**src/rtl/i2c_globals_pkg.sv**
```systemverilog
// Shared I2C widths, enums and bit-ordering helpers for the I2C target register file.
package i2c_globals_pkg;

    localparam int SLAVE_ADDRESS_WIDTH    = 7;
    localparam int REGISTER_ADDRESS_WIDTH = 8;
    localparam int DATA_WIDTH             = 8;
    localparam int SLAVE_MEMORY_SIZE      = 12;

    typedef enum logic {
        WRITE = 1'b0,
        READ  = 1'b1
    } read_write_e;

    typedef enum logic {
        MSB_FIRST = 1'b0,
        LSB_FIRST = 1'b1
    } shift_direction_e;

    localparam shift_direction_e SHIFT_DIRECTION = MSB_FIRST;

    typedef enum logic [3:0] {
        IDLE,
        ADDR,
        ADDR_ACK,
        REG,
        REG_ACK,
        WDATA,
        WDATA_ACK,
        RDATA,
        RDATA_ACK
    } i2c_target_state_e;

    function automatic logic [DATA_WIDTH-1:0] shift_in(input logic [DATA_WIDTH-1:0] r,
                                                      input logic b);
        if (SHIFT_DIRECTION == MSB_FIRST) return {r[DATA_WIDTH-2:0], b};
        else                              return {b, r[DATA_WIDTH-1:1]};
    endfunction

    function automatic logic [DATA_WIDTH-1:0] shift_out(input logic [DATA_WIDTH-1:0] r);
        if (SHIFT_DIRECTION == MSB_FIRST) return {r[DATA_WIDTH-2:0], 1'b0};
        else                              return {1'b0, r[DATA_WIDTH-1:1]};
    endfunction

    function automatic logic tx_bit(input logic [DATA_WIDTH-1:0] r);
        if (SHIFT_DIRECTION == MSB_FIRST) return r[DATA_WIDTH-1];
        else                              return r[0];
    endfunction

endpackage

```
**src/rtl/i2c_bus_cond_detect.sv**
```systemverilog
// Synchronizes raw SCL/SDA into pclk and flags START, STOP and SCL edges.
module i2c_bus_cond_detect (
    input  logic pclk,
    input  logic reset,
    input  logic scl_i,
    input  logic sda_i,
    output logic start,
    output logic stop,
    output logic scl_rise,
    output logic scl_fall,
    output logic sda
);

    logic scl_meta_q, scl_meta_d;
    logic scl_sync_q, scl_sync_d;
    logic scl_hist_q, scl_hist_d;
    logic sda_meta_q, sda_meta_d;
    logic sda_sync_q, sda_sync_d;
    logic sda_hist_q, sda_hist_d;

    always_comb begin
        scl_meta_d = scl_i;
        scl_sync_d = scl_meta_q;
        scl_hist_d = scl_sync_q;
        sda_meta_d = sda_i;
        sda_sync_d = sda_meta_q;
        sda_hist_d = sda_sync_q;
    end

    // Reset to an idle (released, high) bus so no spurious edge follows reset.
    always_ff @(posedge pclk) begin
        if (reset) begin
            scl_meta_q <= 1'b1;
            scl_sync_q <= 1'b1;
            scl_hist_q <= 1'b1;
            sda_meta_q <= 1'b1;
            sda_sync_q <= 1'b1;
            sda_hist_q <= 1'b1;
        end else begin
            scl_meta_q <= scl_meta_d;
            scl_sync_q <= scl_sync_d;
            scl_hist_q <= scl_hist_d;
            sda_meta_q <= sda_meta_d;
            sda_sync_q <= sda_sync_d;
            sda_hist_q <= sda_hist_d;
        end
    end

    assign start    = scl_sync_q & scl_hist_q & sda_hist_q & ~sda_sync_q;
    assign stop     = scl_sync_q & scl_hist_q & ~sda_hist_q & sda_sync_q;
    assign scl_rise = scl_sync_q & ~scl_hist_q;
    assign scl_fall = ~scl_sync_q & scl_hist_q;
    assign sda      = sda_sync_q;

endmodule

```
**src/rtl/i2c_target_regfile.sv**
```systemverilog
// I2C target exposing MEM_DEPTH byte registers with an auto-incrementing, wrapping pointer.
module i2c_target_regfile
    import i2c_globals_pkg::*;
#(
    parameter logic [SLAVE_ADDRESS_WIDTH-1:0] SLAVE_ADDRESS = 7'h68,
    parameter int                             MEM_DEPTH     = SLAVE_MEMORY_SIZE
) (
    input  logic                              pclk,
    input  logic                              reset,
    input  logic                              scl_i,
    input  logic                              sda_i,
    output logic                              sda_oe,
    output logic                              busy,
    output logic                              wr_valid,
    output logic [REGISTER_ADDRESS_WIDTH-1:0] wr_addr,
    output logic [DATA_WIDTH-1:0]             wr_data
);

    localparam int IDX_W = $clog2(MEM_DEPTH);
    localparam logic [REGISTER_ADDRESS_WIDTH-1:0] PTR_LAST = REGISTER_ADDRESS_WIDTH'(MEM_DEPTH - 1);

    logic start, stop, scl_rise, scl_fall, sda_s;

    i2c_bus_cond_detect u_detect (
        .pclk     (pclk),
        .reset    (reset),
        .scl_i    (scl_i),
        .sda_i    (sda_i),
        .start    (start),
        .stop     (stop),
        .scl_rise (scl_rise),
        .scl_fall (scl_fall),
        .sda      (sda_s)
    );

    i2c_target_state_e                  state_q, state_d;
    logic [3:0]                         cnt_q, cnt_d;
    logic [DATA_WIDTH-1:0]              shreg_q, shreg_d;
    logic [REGISTER_ADDRESS_WIDTH-1:0]  ptr_q, ptr_d;
    read_write_e                        rw_q, rw_d;
    logic                               sda_oe_q, sda_oe_d;
    logic                               busy_q, busy_d;
    logic                               wr_valid_q, wr_valid_d;
    logic [REGISTER_ADDRESS_WIDTH-1:0]  wr_addr_q, wr_addr_d;
    logic [DATA_WIDTH-1:0]              wr_data_q, wr_data_d;
    logic [DATA_WIDTH-1:0]              mem_q [MEM_DEPTH];
    logic [DATA_WIDTH-1:0]              mem_d [MEM_DEPTH];

    function automatic logic [REGISTER_ADDRESS_WIDTH-1:0] ptr_next(
        input logic [REGISTER_ADDRESS_WIDTH-1:0] p);
        if (p == PTR_LAST) return '0;
        else               return p + 1'b1;
    endfunction

    always_comb begin
        state_d    = state_q;
        cnt_d      = cnt_q;
        shreg_d    = shreg_q;
        ptr_d      = ptr_q;
        rw_d       = rw_q;
        sda_oe_d   = sda_oe_q;
        busy_d     = busy_q;
        wr_valid_d = 1'b0;
        wr_addr_d  = wr_addr_q;
        wr_data_d  = wr_data_q;
        mem_d      = mem_q;

        // Bus conditions win over any SCL-edge action seen in the same cycle.
        if (start) begin
            state_d  = ADDR;
            cnt_d    = '0;
            sda_oe_d = 1'b0;
        end else if (stop) begin
            state_d  = IDLE;
            sda_oe_d = 1'b0;
        end else begin
            case (state_q)
                IDLE: ;
                ADDR, REG, WDATA: begin
                    if (scl_rise && cnt_q < 4'd8) begin
                        shreg_d = shift_in(shreg_q, sda_s);
                        cnt_d   = cnt_q + 4'd1;
                    end else if (scl_fall && cnt_q == 4'd8) begin
                        if (state_q == ADDR) begin
                            if (shreg_q[DATA_WIDTH-1:1] == SLAVE_ADDRESS) begin
                                state_d  = ADDR_ACK;
                                rw_d     = read_write_e'(shreg_q[0]);
                                busy_d   = 1'b1;
                                sda_oe_d = 1'b1;
                            end else begin
                                state_d  = IDLE;
                            end
                        end else if (state_q == REG) begin
                            if (shreg_q <= PTR_LAST) begin
                                ptr_d    = shreg_q;
                                state_d  = REG_ACK;
                                sda_oe_d = 1'b1;
                            end else begin
                                state_d  = IDLE;
                                sda_oe_d = 1'b0;
                            end
                        end else begin
                            mem_d[ptr_q[IDX_W-1:0]] = shreg_q;
                            wr_valid_d = 1'b1;
                            wr_addr_d  = ptr_q;
                            wr_data_d  = shreg_q;
                            ptr_d      = ptr_next(ptr_q);
                            state_d    = WDATA_ACK;
                            sda_oe_d   = 1'b1;
                        end
                    end
                end
                ADDR_ACK: begin
                    if (scl_fall) begin
                        cnt_d = '0;
                        if (rw_q == READ) begin
                            state_d  = RDATA;
                            shreg_d  = mem_q[ptr_q[IDX_W-1:0]];
                            sda_oe_d = ~tx_bit(mem_q[ptr_q[IDX_W-1:0]]);
                        end else begin
                            state_d  = REG;
                            sda_oe_d = 1'b0;
                        end
                    end
                end
                REG_ACK, WDATA_ACK: begin
                    if (scl_fall) begin
                        state_d  = WDATA;
                        cnt_d    = '0;
                        sda_oe_d = 1'b0;
                    end
                end
                RDATA: begin
                    if (scl_rise && cnt_q < 4'd8) begin
                        cnt_d = cnt_q + 4'd1;
                    end else if (scl_fall) begin
                        if (cnt_q == 4'd8) begin
                            sda_oe_d = 1'b0;
                            ptr_d    = ptr_next(ptr_q);
                            state_d  = RDATA_ACK;
                        end else begin
                            shreg_d  = shift_out(shreg_q);
                            sda_oe_d = ~tx_bit(shift_out(shreg_q));
                        end
                    end
                end
                RDATA_ACK: begin
                    // shreg[0] holds the master's ACK bit between its rise and fall.
                    if (scl_rise) begin
                        shreg_d[0] = sda_s;
                    end else if (scl_fall) begin
                        if (!shreg_q[0]) begin
                            state_d  = RDATA;
                            cnt_d    = '0;
                            shreg_d  = mem_q[ptr_q[IDX_W-1:0]];
                            sda_oe_d = ~tx_bit(mem_q[ptr_q[IDX_W-1:0]]);
                        end else begin
                            state_d  = IDLE;
                        end
                    end
                end
                default: state_d = IDLE;
            endcase
        end

        if (state_d == IDLE) begin
            busy_d   = 1'b0;
            sda_oe_d = 1'b0;
        end
    end

    always_ff @(posedge pclk) begin
        if (reset) begin
            state_q    <= IDLE;
            cnt_q      <= '0;
            shreg_q    <= '0;
            ptr_q      <= '0;
            rw_q       <= WRITE;
            sda_oe_q   <= 1'b0;
            busy_q     <= 1'b0;
            wr_valid_q <= 1'b0;
            wr_addr_q  <= '0;
            wr_data_q  <= '0;
            for (int i = 0; i < MEM_DEPTH; i++) mem_q[i] <= '0;
        end else begin
            state_q    <= state_d;
            cnt_q      <= cnt_d;
            shreg_q    <= shreg_d;
            ptr_q      <= ptr_d;
            rw_q       <= rw_d;
            sda_oe_q   <= sda_oe_d;
            busy_q     <= busy_d;
            wr_valid_q <= wr_valid_d;
            wr_addr_q  <= wr_addr_d;
            wr_data_q  <= wr_data_d;
            mem_q      <= mem_d;
        end
    end

    assign sda_oe   = sda_oe_q;
    assign busy     = busy_q;
    assign wr_valid = wr_valid_q;
    assign wr_addr  = wr_addr_q;
    assign wr_data  = wr_data_q;

endmodule

```
**config.mk**
```make
export PLATFORM = sky130hd
export DESIGN_NAME = i2c_target_regfile
export DESIGN_NICKNAME = d
export VERILOG_FILES = /design/src/rtl/i2c_globals_pkg.sv /design/src/rtl/i2c_bus_cond_detect.sv /design/src/rtl/i2c_target_regfile.sv
export SDC_FILE = /design/constraint.sdc
export NUM_CORES = 1
export LEC_CHECK = 0
export CAP_MARGIN = 25
export CORE_MARGIN = 2
export CORE_UTILIZATION = 39
export DETAILED_ROUTE_END_ITERATION = 7
export GPL_TIMING_DRIVEN = 0
export HOLD_SLACK_MARGIN = 0.12
export SLEW_MARGIN = 20
export SYNTH_ARGS = -nofsm -noshare
export SYNTH_HDL_FRONTEND = slang
export SYNTH_SLANG_ARGS = --single-unit
```
**constraint.sdc**
```tcl
create_clock -name pclk -period 2.9 [get_ports pclk]
set_input_delay 0.58 -clock pclk [delete_from_list [all_inputs] [get_ports pclk]]
set_output_delay 0.58 -clock pclk [all_outputs]
set_load 0.1 [all_outputs]
```
# ---- After elaboration in Yosys (flattened, before gate mapping)
# Index checks and enable logic that the tools add are counted.
dict set report totals {
  ff_bits 146
  elab_cells 196
  input_bits 4
  out_inout_bits 19
}
dict set report op_classes {
  eq_ne 30
  reduce_logical 24
  mux 85
  order_cmp 4
  n_bitwise 22
  add_sub_neg 2
}
# op n
set ops {}
lappend ops {{$mux W8} 20}
lappend ops {{$bwmux W96} 1}
lappend ops {{$mux W4} 18}
lappend ops {{$mux W1} 34}
lappend ops {{$bmux W8 S4} 1}
lappend ops {{$demux W8 S4} 1}
lappend ops {{$pmux W8 S4} 1}
lappend ops {{$ne A2 B2 Y1 const B} 14}
lappend ops {{$pmux W4 S6} 1}
lappend ops {{$reduce_and A7 Y1} 3}
lappend ops {{$reduce_and A10 Y1} 2}
lappend ops {{$eq A4 B3 Y1 const B} 4}
lappend ops {{$pmux W8 S2} 1}
lappend ops {{$not A1 Y1} 14}
lappend ops {{$pmux W4 S3} 1}
lappend ops {{$reduce_and A12 Y1} 1}
lappend ops {{$reduce_and A11 Y1} 1}
lappend ops {{$mux W3} 3}
lappend ops {{$ne A3 B3 Y1 const B} 3}
lappend ops {{$add A8 B1 Y8 const B} 1}
lappend ops {{$eq A4 B2 Y1 const B} 2}
lappend ops {{$eq A4 B4 Y1 const B} 2}
lappend ops {{$eq A8 B4 Y1 const B} 1}
lappend ops {{$le A8 B4 Y1 const B} 1}
lappend ops {{22 further kinds} 36}

# ---- Logic depth before layout (Yosys ltp)
# Gate-level depths: netlist (run 1).
dict set report logic_depth {
  depth_word 15
  mapped_depth 9
  ltp_nobuf 8
}

# ---- By module
# A second synthesis (run 1) with hierarchy kept.
dict set report hier_totals {
  cells_unflattened 726
  hier_area_um2 6892.9
}
# module instances area_per_inst_um2 seq_area_each_um2 cells_per_inst
set modules_own_cells {}
lappend modules_own_cells {i2c_target_regfile 1 6702.7 2802.7 710}
lappend modules_own_cells {i2c_bus_cond_detect 1 190.2 120.1 16}

# ---- Worst setup path before layout (run 1)
# OpenSTA, ideal clock, no wires.
dict set report synth_timing {
  kind {reg2reg}
  from {register ptr_q[0]}
  to {register shreg_q[4]}
  n_path_buf 3
  path_stages_with_launch 10
  setup_slack_ps 601
  arrival_time_ps 2164
  synth_period_minus_slack_ps 2299
  setup_time_ps 135
  cell_sequence {dfxtp_1 > buf_2 > buf_2 > buf_2 > mux4_2 > mux2_2 > a22oi_1 > nor2_1 > a211oi_1 > nor3_1}
}
dict set report synth_between {
  elab_chain_len 8
  elab_cells_between_ends 10
  cone_classes {9 x mux; 1 x bitwise}
}
# element line
set synth_lines {}
lappend synth_lines {{start: declaration} i2c_target_regfile.sv:39} ;# logic [REGISTER_ADDRESS_WIDTH-1:0] ptr_q, ptr_d;
lappend synth_lines {{start signal: assignment} i2c_target_regfile.sv:189} ;# ptr_q <= ptr_d;
lappend synth_lines {{$not A4 Y5 (not written as such) (*)} {i2c_target_regfile.sv:118, i2c_target_regfile.sv:155}}
lappend synth_lines {{$bmux W8 S4 (*)} {i2c_target_regfile.sv:118, i2c_target_regfile.sv:155}}
lappend synth_lines {{$mux W8 (not written as such) (*) (2 in series)} {i2c_target_regfile.sv:118, i2c_target_regfile.sv:155}}
lappend synth_lines {{$mux W8} i2c_target_regfile.sv:152} ;# if (!shreg_q[0]) begin
lappend synth_lines {{$mux W8} i2c_target_regfile.sv:151} ;# end else if (scl_fall) begin
lappend synth_lines {{$mux W7} i2c_target_regfile.sv:149} ;# if (scl_rise) begin
lappend synth_lines {{$pmux W8 S4 (*)} i2c_target_regfile.sv:77} ;# case (state_q)
lappend synth_lines {{end signal: assignment} i2c_target_regfile.sv:188} ;# shreg_q <= shreg_d;
lappend synth_lines {{end: declaration} i2c_target_regfile.sv:38} ;# logic [DATA_WIDTH-1:0] shreg_q, shreg_d;
# Mark *: on every way between the ends. The rest lies on a longest branch, timed or not. The select of a mux whose other input is x is not followed.
# A chain may end at the register's enable or synchronous reset.

# ---- Final worst setup path (run 1)
# Same ends and word-level chain as after synthesis.

==> results of run 1 <==
## flip-flops by register name, summed over array words and instances, names as in the netlist, 4 cells and up
| signal | cells |
|---|---|
| cnt_q | 4 |
| mem_q | 96 |
| ptr_q | 8 |
| shreg_q | 8 |
| state_q | 4 |
| wr_addr | 8 |
| wr_data | 8 |
## metrics by stage
stage	util, %	std cells	instance area (um^2)	power, uW	setup slack [ns]
CTS	46.9	1105	8170	4740	0.0635
detailed placement	43.0	1074	7480	2190	-0.182
finish	46.9	1104	8180	4720	0.175
floorplan	-	828	6980	2140	0.601
global placement	42.9	1074	7480	2190	-0.203
global route	46.9	1104	8180	4840	0.0581
## path summary, 6_finish.rpt
kind | end | cells past startpoint
max reg2reg | shreg_q[4] | 9
max | shreg_q[4] | 9
min reg2reg | u_detect.scl_hist_d | 1
min | u_detect.scl_hist_d | 1
## cell type report
| type | instances | area (um^2) |
|---|---|---|
| clock buffers | 23 | 488 |
| fillers | 1737 | 9240 |
| well taps | 225 | 282 |
| repair buffers | 21 | 210 |
| multi-input cells | 593 | 3700 |
| flip-flops and latches | 146 | 2920 |
| clock inverters | 8 | 196 |
| plain buffers | 76 | 333 |
| inverters | 12 | 45.0 |
## critical path, stage by stage, from the launching register on
cell,delay [ns]
sky130_fd_sc_hd__dfxtp_1,0.38
sky130_fd_sc_hd__clkbuf_4,0.30
sky130_fd_sc_hd__buf_4,0.31
sky130_fd_sc_hd__buf_4,0.28
sky130_fd_sc_hd__mux4_2,0.36
sky130_fd_sc_hd__mux2_2,0.28
sky130_fd_sc_hd__a22oi_1,0.23
sky130_fd_sc_hd__nor2_1,0.08
sky130_fd_sc_hd__a211oi_1,0.28
sky130_fd_sc_hd__nor3_1,0.08
## layer usage
metal / GRT usage [%] / vias to the layer above / share of wire [%]
met2: 38.4 / 264 / 46
met1: 32.0 / 3103 / 44
met5: 0 / - / 0
li1: - / 3034 / -
met4: 9.18 / 0 / 2.7
met3: 4.60 / 50 / 7.1
## cells in the mapped netlist, drive strengths merged (5+ instances only)
cell type	count	area share (%)
clkbuf	57	3.1
nand2	126	6.8
o21ai	11	0.79
o32ai	5	0.63
mux2i	16	2.3
a22oi	13	1.4
a211oi	12	1.4
nor2b	9	0.81
inv	11	0.59
nor3	17	1.3
nand3	99	7.1
a21oi	117	8.4
or2	10	0.93
buf	20	1.6
nand2b	11	0.99
mux4	24	7.7
dfxtp	146	42
nor2	51	2.7
mux2	6	0.97
ha	9	1.6
## power by group through the flow
| stage | registers, uW | clock network [uW] | logic (uW) |
|---|---|---|---|
| final | 2020 | 2570 | 129 |
| after floorplan | 2060 | 0 | 82.6 |
| after detailed placement | 2060 | 0 | 127 |
| after global routing | 2020 | 2690 | 138 |
| after CTS | 2020 | 2590 | 128 |
| after global placement | 2060 | 0 | 128 |
## cell families (layout without fill, tap and decap cells)
family | count (synthesis) | after routing | synth area share [%]
XOR/XNOR | 1 | 1 | 0.125
AND/OR/NAND/NOR | 351 | 351 | 23.7
buffers and inverters | 89 | 140 | 5.28
adder cells (fa/ha/maj) | 9 | 9 | 1.61
AO/OA/AOI/OAI | 186 | 186 | 16.4
flip-flops | 146 | 146 | 41.8
multiplexers | 46 | 46 | 11.0
==> flow_summary.ini, run 1 <==
[status]
status = complete, no violations

[logic_synthesis]
synth_seq_cells = 146
synth_nets = 841
avgSynthCellArea_um2 = 8.44
synthFlopType = sky130_fd_sc_hd__dfxtp_1
synth_cell_types = 65
synth-warning-count = 0
synth-edff-count = 0
post_synth_inst_count = 828
synth-seq-area-share_pct = 41.8
synth.cell_area_um2 = 6980
async_flop_share_pct = 0

[clocking]
clock_tree.root_cell = sky130_fd_sc_hd__clkbuf_16
cts_bufs_inserted = 17
cts_htree_levels = 4
worst_skew_pair_later_pin_latency_ns = 0.44
cts.reportedPaths.clkPinSlew_ns = 0.06
clkSinkCount = 146
cts_tree = yes
holdBufCountCts = 0
cts_setup_buffers = 0
cts_resized = 2
clk_path_buf_depth = 2

[placement]
routabilityCongestion = 0.925
detailed_placement_hpwl_mm = 14.9
number_of_port_buffers = 21

[pwr]
switching_share_pct = 20.5
power.density_nw_per_um2 = 577
cell_internal_pwr_uw = 3750
total_leakage_power_uw = 0.00275
power.combinational.fraction_pct = 2.7
share_seq_of_total_power_pct = 42.7
total_switching_power_uw = 968
clock_share_of_power_pct = 54.5
peak_vdd_ir_v = 0.000438

[global_route]
grt_util_all_layers_pct = 23.9
initial_antenna_violation_count = 0
grt_pass1_vias = 6069
grt_pass1_wl_mm = 34.0
overflow = 0
grt_start_max_net_pins = 17

[finish]
layout_cells_sized_above_1_pct = 11.5
area.growth.synth_to_final_pct = 17.1
final_common_cell = sky130_fd_sc_hd__dfxtp_1
antenna_cells_inserted = 0
layout_common_cells = sky130_fd_sc_hd__dfxtp_1, sky130_fd_sc_hd__nand2_1, sky130_fd_sc_hd__a21oi_1
final_net_count = 880

[routing]
firstDrtPassIters = 6
route.antenna.remaining_nets = 0
routed_wire_length_per_instance_um = 19.9
vias_per_cell = 5.84
drt-total-wl_mm = 22.0
detailroute.via_count = 6451
initialDrtViolationCount = 675
post_route_drc_violation_count = 0

[critical_path]
worstReg2RegStart = ptr_q[0]
critical_path_class = reg2reg
worstSetupEndpointType = register
required_time_reported_for_the_critical_path_endpoint_ns = 3.20
critPathLaunch = ptr_q[0]
worst-path-max-fanout = 10
worst_ep_arrival_time_ns = 3.03
cp-start-kind = register
reg_to_reg_setup_timing_slack_ns = 0.17

[floorplan]
core_area_um2 = 17400
initial_core_util_pct = 40.1
die_width_um = 138
ioPinCount = 23
dieHeight_um = 138
floorplan.die_area_um2 = 19000
core.rowCount = 48

[timing]
timing.final.crit_period_ns = 2.73
hold-worst-slack_ns = 0.409
fin_skew_ns = 0.00927
timing.final.max_slew_violations = 0
maxSlewHeadroom_pct = 34.4
report.final.setup_viol = 0
max_freq_mhz = 367
finalSetupTns_ns = 0
timing_worst_slew_pin_value_ns = 0.981
final-hold-violation-count = 0
rsz0062_at_grt = false
final_min_period_over_clock_period_pct = 94.0

[job]
drv_cap = 0

[min_path]
hp-start = u_detect.scl_meta_q
hp-class = reg2reg
(Power assumes the default switching activity.)
==> run 2: changes to the inputs <==
Settings changed: SKIP_LAST_GASP from default to 1.
==> results of run 2 <==
The final DEF is identical to that of run 1; final timing and power are the same.
==> run 3: changes to the inputs <==
Settings changed: CORE_MARGIN 2 to default, RECOVER_POWER from default to 50.
==> run 3 against run 2 <==
Critical path depth is the same. Sequential power is essentially flat. Cell count increased by 0.18%. Via count grew 0.17%. Combinational power about the same. Routed wire length down 1.4%. Clock skew is 0.0035 ns higher. Critical endpoint is now mem_q[14]. Largest power group unchanged. Highest routed layer unchanged.
==> flow_summary.ini, run 3 (synthesis gave the netlist of run 1 again) <==
[placement]
detailed_placement_hpwl_mm = 14.9
routabilityCongestion = 0.937
dpl.cell_count = 1074
dpl_worst_slack_ns = -0.178
number_of_port_buffers = 21

[timing]
fin_skew_ns = 0.0128
final-hold-violation-count = 0
rsz0062_at_grt = true
maxSlewHeadroom_pct = 34.0
final_min_period_over_clock_period_pct = 96.6
report.final.setup_viol = 0
max_freq_mhz = 357
finalWorstSetupSlack_ns = 0.0992
timing_worst_slew_pin_value_ns = 0.987
timing.final.crit_period_ns = 2.80
timing.final.max_slew_violations = 0

[finish]
final_common_cell = sky130_fd_sc_hd__dfxtp_1
area.growth.synth_to_final_pct = 14.7
largest_register_ffs = 96
final_net_count = 881
antenna_cells_inserted = 0
layout_common_cells = sky130_fd_sc_hd__dfxtp_1, sky130_fd_sc_hd__nand2_1, sky130_fd_sc_hd__a21oi_1
layout_cells_sized_above_1_pct = 11.7
area.sequential_um2 = 2920
fillers = 1744
largest_register = mem_q
instances_no_fill = 1106
multi_input_gate_area_um2 = 3680

[routing]
post_route_drc_violation_count = 0
drt-total-wl_mm = 21.7
initialDrtViolationCount = 601
firstDrtPassIters = 5
routed_wire_length_per_instance_um = 19.6
route.antenna.remaining_nets = 0
detailroute.via_count = 6462
vias_per_cell = 5.84

[floorplan]
ioPinCount = 23
die_width_um = 136
floorplan.die_area_um2 = 18400
core.rowCount = 48
initial_core_util_pct = 40.1
core_area_um2 = 17400
dieHeight_um = 136

[clocking]
worst_skew_pair_later_pin_latency_ns = 0.44
holdBufCountCts = 0
clkSinkCount = 146
cts_htree_levels = 4
clk_path_buf_depth = 2
cts_bufs_inserted = 17
cts.reportedPaths.clkPinSlew_ns = 0.07
cts_tree = yes
clock_tree.root_cell = sky130_fd_sc_hd__clkbuf_16

[pwr]
total_leakage_power_uw = 0.00275
power.density_nw_per_um2 = 521
p_total_uw = 4170
peak_vdd_ir_v = 0.000446

[critical_path]
worstSetupEndpointType = register
cp-start-kind = register
required_time_reported_for_the_critical_path_endpoint_ns = 3.26
critical_path_class = reg2reg
worst_ep_arrival_time_ns = 3.16
worst-path-max-fanout = 10

[global_route]
grt_pass1_vias = 5984
initial_antenna_violation_count = 0
grt_util_all_layers_pct = 24.7
grt_pass1_wl_mm = 34.1
overflow = 0
grt_start_max_net_pins = 17

[status]
status = complete, no violations

[min_path]
hp-class = reg2reg

[job]
drv_cap = 0
run 3: metal layers:
layer	wire length [um]	vias up	GRT usage [%]
met5	0	-	0
met4	671	0	10.4
met3	1580	44	6.38
met2	9870	257	38.2
met1	9570	3123	32.6
li1	-	3038	-
run 3: timing repair:
action	CTS	global route
setup endpoints to repair	53	52
setup buffers	0	0
gates resized for setup	2	10
run 3: area by class of cell:
class,instances,area share (%)
Sequential cell,146,36.5
Timing Repair Buffer,21,2.62
Buffer,77,4.15
Tap cell,225,3.51
Inverter,12,0.562
Multi-Input combinational cell,593,46.0
Clock inverter,13,1.05
Clock buffer,19,5.65
run 3: where the power goes:
| group | internal [uW] | leakage (uW) | total [uW] | switching [uW] |
|---|---|---|---|---|
| clock | 1130 | 0.000265 | 2030 | 896 |
| combinational | 32.8 | 0.00131 | 128 | 95.0 |
| sequential | 2010 | 0.00118 | 2020 | 4.06 |
run 3: path summary, 6_finish.rpt:
path	from	to	slack [ns]	cells after the start
hold / removal	u_detect.sda_meta_q	u_detect.sda	0.40	1
hold reg to reg	u_detect.sda_meta_q	u_detect.sda	0.40	1
setup / recovery	ptr_q[0]	mem_q[14]	0.1	9
setup reg to reg	ptr_q[0]	mem_q[14]	0.1	9
run 3: stage by stage:
| step | hold slack (ns) | TNS, ns | cell area, um^2 | utilization, % |
|---|---|---|---|---|
| after floorplan | 0.389 | 0 | 6980 | - |
| after global placement | 0.393 | -5.16 | 7480 | 42.9 |
| after detailed placement | 0.399 | -5.70 | 7480 | 43.0 |
| after CTS | 0.409 | 0 | 8020 | 46.1 |
| after global routing | 0.432 | -0.0733 | 8010 | 46.0 |
| final | 0.403 | 0 | 8010 | 46.0 |
run 3: worst max-delay path, stage by stage (launching register included):
cell and delay, ns:
sky130_fd_sc_hd__dfxtp_1 0.34, sky130_fd_sc_hd__buf_4 0.21, sky130_fd_sc_hd__buf_4 0.24, sky130_fd_sc_hd__buf_2 0.26, sky130_fd_sc_hd__inv_1 0.24, sky130_fd_sc_hd__ha_1 0.18
sky130_fd_sc_hd__clkbuf_1 0.45, sky130_fd_sc_hd__clkbuf_1 0.48, sky130_fd_sc_hd__nand3_1 0.15, sky130_fd_sc_hd__a21oi_1 0.16
